--- src/rtl/word_serializer_sel_if.sv ---
//------------------------------------------------------------------------------
// word_serializer_sel_if : word-in / serial-beat-out handshake bundle
// Rev 1.0
//------------------------------------------------------------------------------
`default_nettype none

interface word_serializer_sel_if #(
  parameter int W = 8
);
  localparam int SEL_W = $clog2(W);

  logic [W-1:0]     in_data;
  logic             in_valid;
  logic             in_ready;
  logic [SEL_W-1:0] sel;
  logic             ser_out;
  logic             ser_valid;
  logic             ser_ready;
  logic             ser_last;
  logic             busy;

  // master: upstream word source plus downstream beat sink
  modport master (
    output in_data, in_valid, ser_ready,
    input  in_ready, sel, ser_out, ser_valid, ser_last, busy
  );

  modport slave (
    input  in_data, in_valid, ser_ready,
    output in_ready, sel, ser_out, ser_valid, ser_last, busy
  );
endinterface

`default_nettype wire

--- src/rtl/word_serializer_sel.sv ---
//------------------------------------------------------------------------------
// word_serializer_sel : parallel word to serial bit stream with mux select out
// Rev 1.0
//------------------------------------------------------------------------------
`default_nettype none

module word_serializer_sel #(
  parameter int W         = 8,
  parameter bit MSB_FIRST = 1'b1
) (
  input  wire logic             clock,
  input  wire logic             reset,
  word_serializer_sel_if.slave  bus
);
  localparam int SEL_W = $clog2(W);
  localparam logic [SEL_W-1:0] FIRST = SEL_W'(MSB_FIRST ? W - 1 : 0);
  localparam logic [SEL_W-1:0] LAST  = SEL_W'(MSB_FIRST ? 0 : W - 1);

  typedef enum logic [0:0] {
    S_IDLE  = 1'b0,
    S_SHIFT = 1'b1
  } state_t;

  state_t           r_state, w_state_nxt;
  logic [W-1:0]     r_word,  w_word_nxt;
  logic [SEL_W-1:0] r_sel,   w_sel_nxt;

  logic             w_ser_valid;
  logic             w_ser_last;
  logic             w_in_ready;
  logic             w_beat;
  logic             w_load;
  logic [SEL_W-1:0] w_sel_step;

  assign w_ser_valid = (r_state == S_SHIFT);
  assign w_ser_last  = w_ser_valid & (r_sel == LAST);
  // Taking a new word on the final beat gives back-to-back words with no bubble
  assign w_in_ready  = ~reset & ((r_state == S_IDLE) | (w_ser_last & bus.ser_ready));
  assign w_beat      = w_ser_valid & bus.ser_ready;
  assign w_load      = bus.in_valid & w_in_ready;
  assign w_sel_step  = MSB_FIRST ? (r_sel - SEL_W'(1)) : (r_sel + SEL_W'(1));

  always_comb begin
    w_state_nxt = r_state;
    w_word_nxt  = r_word;
    w_sel_nxt   = r_sel;
    case (r_state)
      S_IDLE: begin
        if (w_load) begin
          w_word_nxt  = bus.in_data;
          w_sel_nxt   = FIRST;
          w_state_nxt = S_SHIFT;
        end
      end
      S_SHIFT: begin
        if (w_beat) begin
          if (!w_ser_last) begin
            w_sel_nxt = w_sel_step;
          end else if (w_load) begin
            w_word_nxt = bus.in_data;
            w_sel_nxt  = FIRST;
          end else begin
            w_sel_nxt   = FIRST;
            w_state_nxt = S_IDLE;
          end
        end
      end
      default: begin
        w_state_nxt = S_IDLE;
        w_sel_nxt   = FIRST;
      end
    endcase
  end

  always_ff @(posedge clock) begin
    if (reset) begin
      r_state <= S_IDLE;
      r_word  <= '0;
      r_sel   <= FIRST;
    end else begin
      r_state <= w_state_nxt;
      r_word  <= w_word_nxt;
      r_sel   <= w_sel_nxt;
    end
  end

  assign bus.in_ready  = w_in_ready;
  assign bus.sel       = r_sel;
  assign bus.ser_out   = r_word[r_sel];
  assign bus.ser_valid = w_ser_valid;
  assign bus.ser_last  = w_ser_last;
  assign bus.busy      = w_ser_valid;

endmodule

`default_nettype wire

--- src/flat_wrapper.sv ---
// flat-port wrapper written by rule: the top's interface ports become plain ports
module word_serializer_sel_flat 
#(
  parameter int W         = 8,
  parameter bit MSB_FIRST = 1'b1
)
  (clock, reset, bus_in_data, bus_in_valid, bus_ser_ready, bus_in_ready, bus_sel, bus_ser_out, bus_ser_valid, bus_ser_last, bus_busy);
  word_serializer_sel_if #(.W(W)) bus_i ();
  input  wire logic clock;
  input  wire logic reset;
  input wire logic [$bits(bus_i.in_data)-1:0] bus_in_data;
  input wire logic [$bits(bus_i.in_valid)-1:0] bus_in_valid;
  input wire logic [$bits(bus_i.ser_ready)-1:0] bus_ser_ready;
  output wire logic [$bits(bus_i.in_ready)-1:0] bus_in_ready;
  output wire logic [$bits(bus_i.sel)-1:0] bus_sel;
  output wire logic [$bits(bus_i.ser_out)-1:0] bus_ser_out;
  output wire logic [$bits(bus_i.ser_valid)-1:0] bus_ser_valid;
  output wire logic [$bits(bus_i.ser_last)-1:0] bus_ser_last;
  output wire logic [$bits(bus_i.busy)-1:0] bus_busy;
  assign bus_i.in_data = bus_in_data;
  assign bus_i.in_valid = bus_in_valid;
  assign bus_i.ser_ready = bus_ser_ready;
  assign bus_in_ready = bus_i.in_ready;
  assign bus_sel = bus_i.sel;
  assign bus_ser_out = bus_i.ser_out;
  assign bus_ser_valid = bus_i.ser_valid;
  assign bus_ser_last = bus_i.ser_last;
  assign bus_busy = bus_i.busy;
  word_serializer_sel #(.W(W), .MSB_FIRST(MSB_FIRST)) u_core (.clock(clock), .reset(reset), .bus(bus_i));
endmodule
--- config.mk ---
export PLATFORM = sky130hd
export DESIGN_NAME = word_serializer_sel_flat
export DESIGN_NICKNAME = d
export VERILOG_FILES = /design/src/rtl/word_serializer_sel_if.sv /design/src/rtl/word_serializer_sel.sv /design/src/flat_wrapper.sv
export SDC_FILE = /design/constraint.sdc
export NUM_CORES = 1
export LEC_CHECK = 0
export ABC_AREA = 1
export CORE_ASPECT_RATIO = 2
export CORE_MARGIN = 2
export CORE_UTILIZATION = 24
export CTS_CLUSTER_DIAMETER = 50
export DETAILED_ROUTE_END_ITERATION = 10
export HOLD_SLACK_MARGIN = 0.08
export PLACE_DENSITY_LB_ADDON = 0.12
export SETUP_SLACK_MARGIN = 0.2
export SYNTH_ARGS = -nofsm -noshare
export SYNTH_HDL_FRONTEND = slang
export SYNTH_SLANG_ARGS = --single-unit
export TNS_END_PERCENT = 10
--- constraint.sdc ---
create_clock -name clock -period 1.75 [get_ports clock]
set_input_delay 0.2625 -clock clock [delete_from_list [all_inputs] [get_ports clock]]
set_output_delay 0.2625 -clock clock [all_outputs]
set_load 0.05 [all_outputs]
==> results of run 1 <==
==> cell families (layout without fill, tap and decap cells) <==
group | Yosys count | count (layout)
AOI/OAI and AO/OA | 4 | 4
adders and majority gates | 2 | 2
buffers and inverters | 19 | 42
DFF | 12 | 12
and+or+nand+nor | 68 | 68
==> cell usage after synthesis, drive strengths merged <==
master,count,area share (%)
o21ai,1,0.73
nor2,10,5.5
nand4,8,7.3
nand2,39,23
dfxtp,12,35
nand3,11,11
inv,15,8.2
buf,3,2.6
clkbuf,1,0.55
ha,2,3.6
a21oi,3,2.2
==> report_power, final <==
| group | switching, µW | internal [µW] | leakage [µW] | total (µW) |
|---|---|---|---|---|
| clock network | 114 | 199 | 0.0000288 | 313 |
| logic | 122 | 91.8 | 0.000366 | 214 |
| registers | 16.4 | 292 | 0.0000987 | 309 |
==> flip-flops by register name, summed over array words and instances (netlist names) <==
name	cells
u_core.r_word	8
u_core.bus.sel	3
u_core.bus.busy	1
==> critical path, cell delays in order (launching register included) <==
cell and delay, ns:
dfxtp_4 0.38, inv_6 0.09, ha_4 0.15, nand2_1 0.11, nor2_4 0.12, buf_12 0.14
==> timing repair <==
item,CTS,global route
cloned,0,0
setup endpoints to repair,3,3
setup buffers,1,0
resized for setup,7,4
pin swaps,2,2
==> stage by stage <==
step / hold WS [ns] / instances / util [%] / worst slack (ns)
global route: 0.561 / 157 / 39.0 / 0.196
floorplan: 0.417 / 105 / - / 0.181
detailed placement: 0.514 / 152 / 35.3 / 0.216
finish: 0.523 / 157 / 39.0 / 0.253
CTS: 0.525 / 157 / 38.5 / 0.233
global placement: 0.511 / 152 / 35.3 / 0.222
==> worst max-delay path by stage <==
| stage | cells after the start | startpoint | end |
|---|---|---|---|
| floorplan | 6 | u_core.bus.sel[0] | bus_ser_out |
| global placement | 4 | bus_ser_ready | bus_in_ready |
| detailed placement | 4 | bus_ser_ready | bus_in_ready |
| CTS | 5 | u_core.bus.sel[0] | bus_in_ready |
| global route | 5 | u_core.bus.sel[0] | bus_in_ready |
| finish | 5 | u_core.bus.sel[0] | bus_ser_last |
==> layer usage <==
layer | vias to the layer above | routed length [µm] | global-route usage (%)
met5 | - | 0 | 0
met4 | 0 | 44 | 6.77
met3 | 5 | 76 | 2.49
met2 | 15 | 954 | 22.3
met1 | 303 | 641 | 10.3
li1 | 379 | - | -
==> layout make-up <==
cell class	instances	area (µm²)	area share (%)
clock buffer	4	55.1	5.16
inverter	15	61.3	5.74
multi-input combinational	74	418	39.2
sequential	12	246	23.1
tap	29	36.3	3.40
timing repair buffer	23	250	23.4
==> results.toml, run 1 <==
[pwr]
irDropWorstVdd_v = 0.000507
total_power_uw = 836
cellLeakagePower_uw = 0.000493
power_density_nw_per_um2 = 783

[place]
io_buffers = 19
gp_congestion = 0.749
hpwl_um = 1350
dpl_cell_area_um2 = 967

[setup_path]
reg2reg_depth = 8
r2r_slack_ns = 0.44
critPathKind = "register to output pin"
r2r_end = "u_core.r_word[1]"
critical_path.endpoint_type = "output pin"
startpoint_type = "register"
worstPathMaxFanout = 7
r2r-start = "u_core.bus.sel[0]"
arrival_ns = 1.23
worstPathRequired_ns = 1.49

[floorplanning]
die-area_um2 = 3330
die_width_um = 41.8
die_h_um = 79.7
initial_core_util_pct = 25.1
fp-row-count = 27
ioPinCount = 20
fp.coreArea_um2 = 2740

[clocking]
cts_buffers = 3
cts_root_buffer = "clkbuf_8"
ctsHoldBuffers = 0
cts.sinks = 12
clock_path_buffers = 2
cts_tree = "yes"
path_clk_slew_ns = 0.06
clock_latency_ns = 0.25
h-tree-depth = 1

[routing]
dr.pass1.iters = 3
wl_um = 1720
drt_iter0_drc = 14
routed-via-count = 702
via_per_inst = 4.47
wl_per_cell_um = 10.9
postRouteAntennaNets = 0
drc = 0

[timing]
setup_viol = 0
worstMarginPinSlew_ns = 0.229
slew_headroom_pct = 84.7
finalSetupTns_ns = 0
max_freq_ghz = 0.668
hold_viol = 0
slew_viol_final = 0
final_min_period_over_clock_period_pct = 85.5
fin_crit_ns = 1.50
grt_setup_unrepaired = "true"
skew_ns = 0.00547

[layout]
drive_above_1_share_pct = 27.3
fillers = 303
final_nets = 143
post-route-cell-area_um2 = 1070
area_growth_pct = 55.4
n_antenna_cell = 0
final_common_cell = "nand2_1"
layout_common_cells = "nand2_1, inv_1, clkdlybuf4s50_1, nor2_1, dfxtp_1"

[global_route]
overflow = 0
gr-usage-all-layers_pct = 11.5
antenna_found_initial = 0
grt_max_degree = 11
grt_pass1_wl_um = 2920
grt_pass1_vias = 701

[logic_synthesis]
synth_top_family_by_area = "simple AND/OR/NAND/NOR gates"
ys_ff_latch = 12
yosys_warnings = 0
yosys.area_share.adder_pct = 3.64
synth_xor_area_share_pct = 0
synthCells = 105
synth_compound_area_share_pct = 2.91
synth_nets = 119
synth_area_per_cell_um2 = 6.54
ys_types = 17
ys_seq_area_share_pct = 35.0
synth-simple-area-share_pct = 47.2
synthMuxAreaShare_pct = 0
synth_area_um2 = 687

[hold_path]
holdCritPathClass = "register to register"
min_path_cells = 2
min_to = "u_core.bus.sel[2]"
min_from = "u_core.bus.sel[2]"

[job]
drv_cap = 0

[status]
status = "completed"
Note: power is estimated with default switching activity, not from simulation.
==> run 2, diff against run 1 <==
Settings changed: CAP_MARGIN from default to 20.
==> results of run 2 <==
Final layout, timing and power as in run 1 (identical DEF).
==> RTL change: new RTL, settings of run 2 <==
`MSB_FIRST` is set to 1'b1 in 2 places; all go to 1'b0.
--- a/src/rtl/word_serializer_sel.sv
+++ b/src/rtl/word_serializer_sel.sv
@@ -6,7 +6,7 @@
 
 module word_serializer_sel #(
   parameter int W         = 8,
-  parameter bit MSB_FIRST = 1'b1
+  parameter bit MSB_FIRST = 1'b0
 ) (
   input  wire logic             clock,
   input  wire logic             reset,
--- a/src/flat_wrapper.sv
+++ b/src/flat_wrapper.sv
@@ -2,7 +2,7 @@
 module word_serializer_sel_flat 
 #(
   parameter int W         = 8,
-  parameter bit MSB_FIRST = 1'b1
+  parameter bit MSB_FIRST = 1'b0
 )
   (clock, reset, bus_in_data, bus_in_valid, bus_ser_ready, bus_in_ready, bus_sel, bus_ser_out, bus_ser_valid, bus_ser_last, bus_busy);
   word_serializer_sel_if #(.W(W)) bus_i ();
Behaviour: not the same (a bounded check fails within 4 cycles, from zero or initial values and one cycle with reset high).
==> RTL change against run 2 <==
Final cell count shrank 5.1%; critical path depth unchanged; synthesized area down 9.8%; final area fell by 5.4%; wire length is 9.7% lower; count of clock-buffer cells in the layout stayed put; total power is 7.6% lower; largest power group is now sequential cells; highest routed layer unchanged; fmax is 4.9% lower; sequential cell count is the same; setup slack lost 0.077 ns; critical endpoint is now bus_in_ready.
==> RTL change: results (changes against run 2) <==
vdd.ir_drop.worst_mv: 0.384  # was 0.507 mV
p_int_mw: 0.566  # was 0.583 mW
dp_hpwl_microns: 1230  # was 1350 microns
cp_max_fo: 5  # was 7
finClkSkew_ns: 0.00671  # was 0.00547 ns
drtIter0Drc: 19  # was 14
hold-worst-slack_ns: 0.469  # was 0.523 ns
dpl-instance-area_sq_um: 905  # was 967 sq um
wl_met3_microns: 42  # was 76 microns
crit_arrival_ns: 1.31  # was 1.23 ns
grt_pass1_wl_microns: 2620  # was 2920 microns
reg2reg_slack_ns: 0.29  # was 0.44 ns
gp_congestion: 0.647  # was 0.749
syn_avg_cell_area_sq_um: 6.73  # was 6.54 sq um
grtUsageMet3_pct: 2.62  # was 2.49%
routed_wirelength_microns: 1550  # was 1720 microns
synth.top_cells.by_area: "dfxtp_1, nand3_1, nand2_1"  # was dfxtp_1, nand2_1, nand4_1
synth_cell_types: 12  # was 17
static-leakage-power_nw: 0.488  # was 0.493 nW
drive_gt1_share_pct: 24.8  # was 27.3%
synthTopCellsByCount: "nand2_1, nand3_1, inv_1"  # was nand2_1, inv_1, dfxtp_1
placed_cells: 139  # was 152
r2r_end: "u_core.r_word[5]"  # was u_core.r_word[1]
grt_use_total_pct: 12.9  # was 11.5%
fmax_mhz: 635  # was 668 MHz
status: "finished, final reports clean"  # unchanged
grtUsageMet2_pct: 22.2  # was 22.3%
preCtsSetupSlack_ns: 0.258  # was 0.216 ns
[RTL change: critical path, cell delays in order (launching register included)]
cell     delay [ns]
dfxtp_4        0.38
ha_4           0.14
ha_4           0.15
nand2_4        0.05
a21oi_4        0.18
buf_12         0.16
[RTL change: cell families after synthesis]
kind of cell | share of synthesized area, %
AOI/OAI and AO/OA | 5.45
adders and majority gates | 4.04
buffers and inverters | 14.1
DFF | 38.8
and+or+nand+nor | 37.6
[RTL change: area by class of cell]
type                    instances  area (sq um)
fillers                       262          1500
multi-input cells              60           332
repair buffers                 28           275
flip-flops and latches         12           249
inverters                      17          63.8
clock buffers                   4          55.1
well taps                      28          35.0
[RTL change: timing repair]
item                                    4_1_cts  5_1_grt
endpoints found under the hold margin         0        0
resized for setup                             1        1
buffers inserted                              6        0
pin swaps                                     3        0
endpoints found under the setup margin        1       10
[RTL change: power groups by stage]
stage | Clock [mW] | Combinational [mW] | Sequential (mW)
6_report | 0.301 | 0.169 | 0.302
3_3_place_gp | 0 | 0.157 | 0.309
2_1_floorplan | 0 | 0.0785 | 0.319
5_1_grt | 0.325 | 0.186 | 0.304
3_5_place_dp | 0 | 0.159 | 0.310
4_1_cts | 0.308 | 0.171 | 0.302
[RTL change: worst max path at each step]
| stage | startpoint | endpoint |
|---|---|---|
| final | u_core.bus.sel[0] | bus_in_ready |
| after global routing | u_core.bus.sel[0] | bus_in_ready |
| after CTS | u_core.bus.sel[0] | bus_in_ready |
| after detailed placement | reset | u_core.r_word[3] |
| after global placement | bus_ser_ready | bus_in_ready |
| after floorplan | u_core.bus.sel[0] | bus_in_ready |
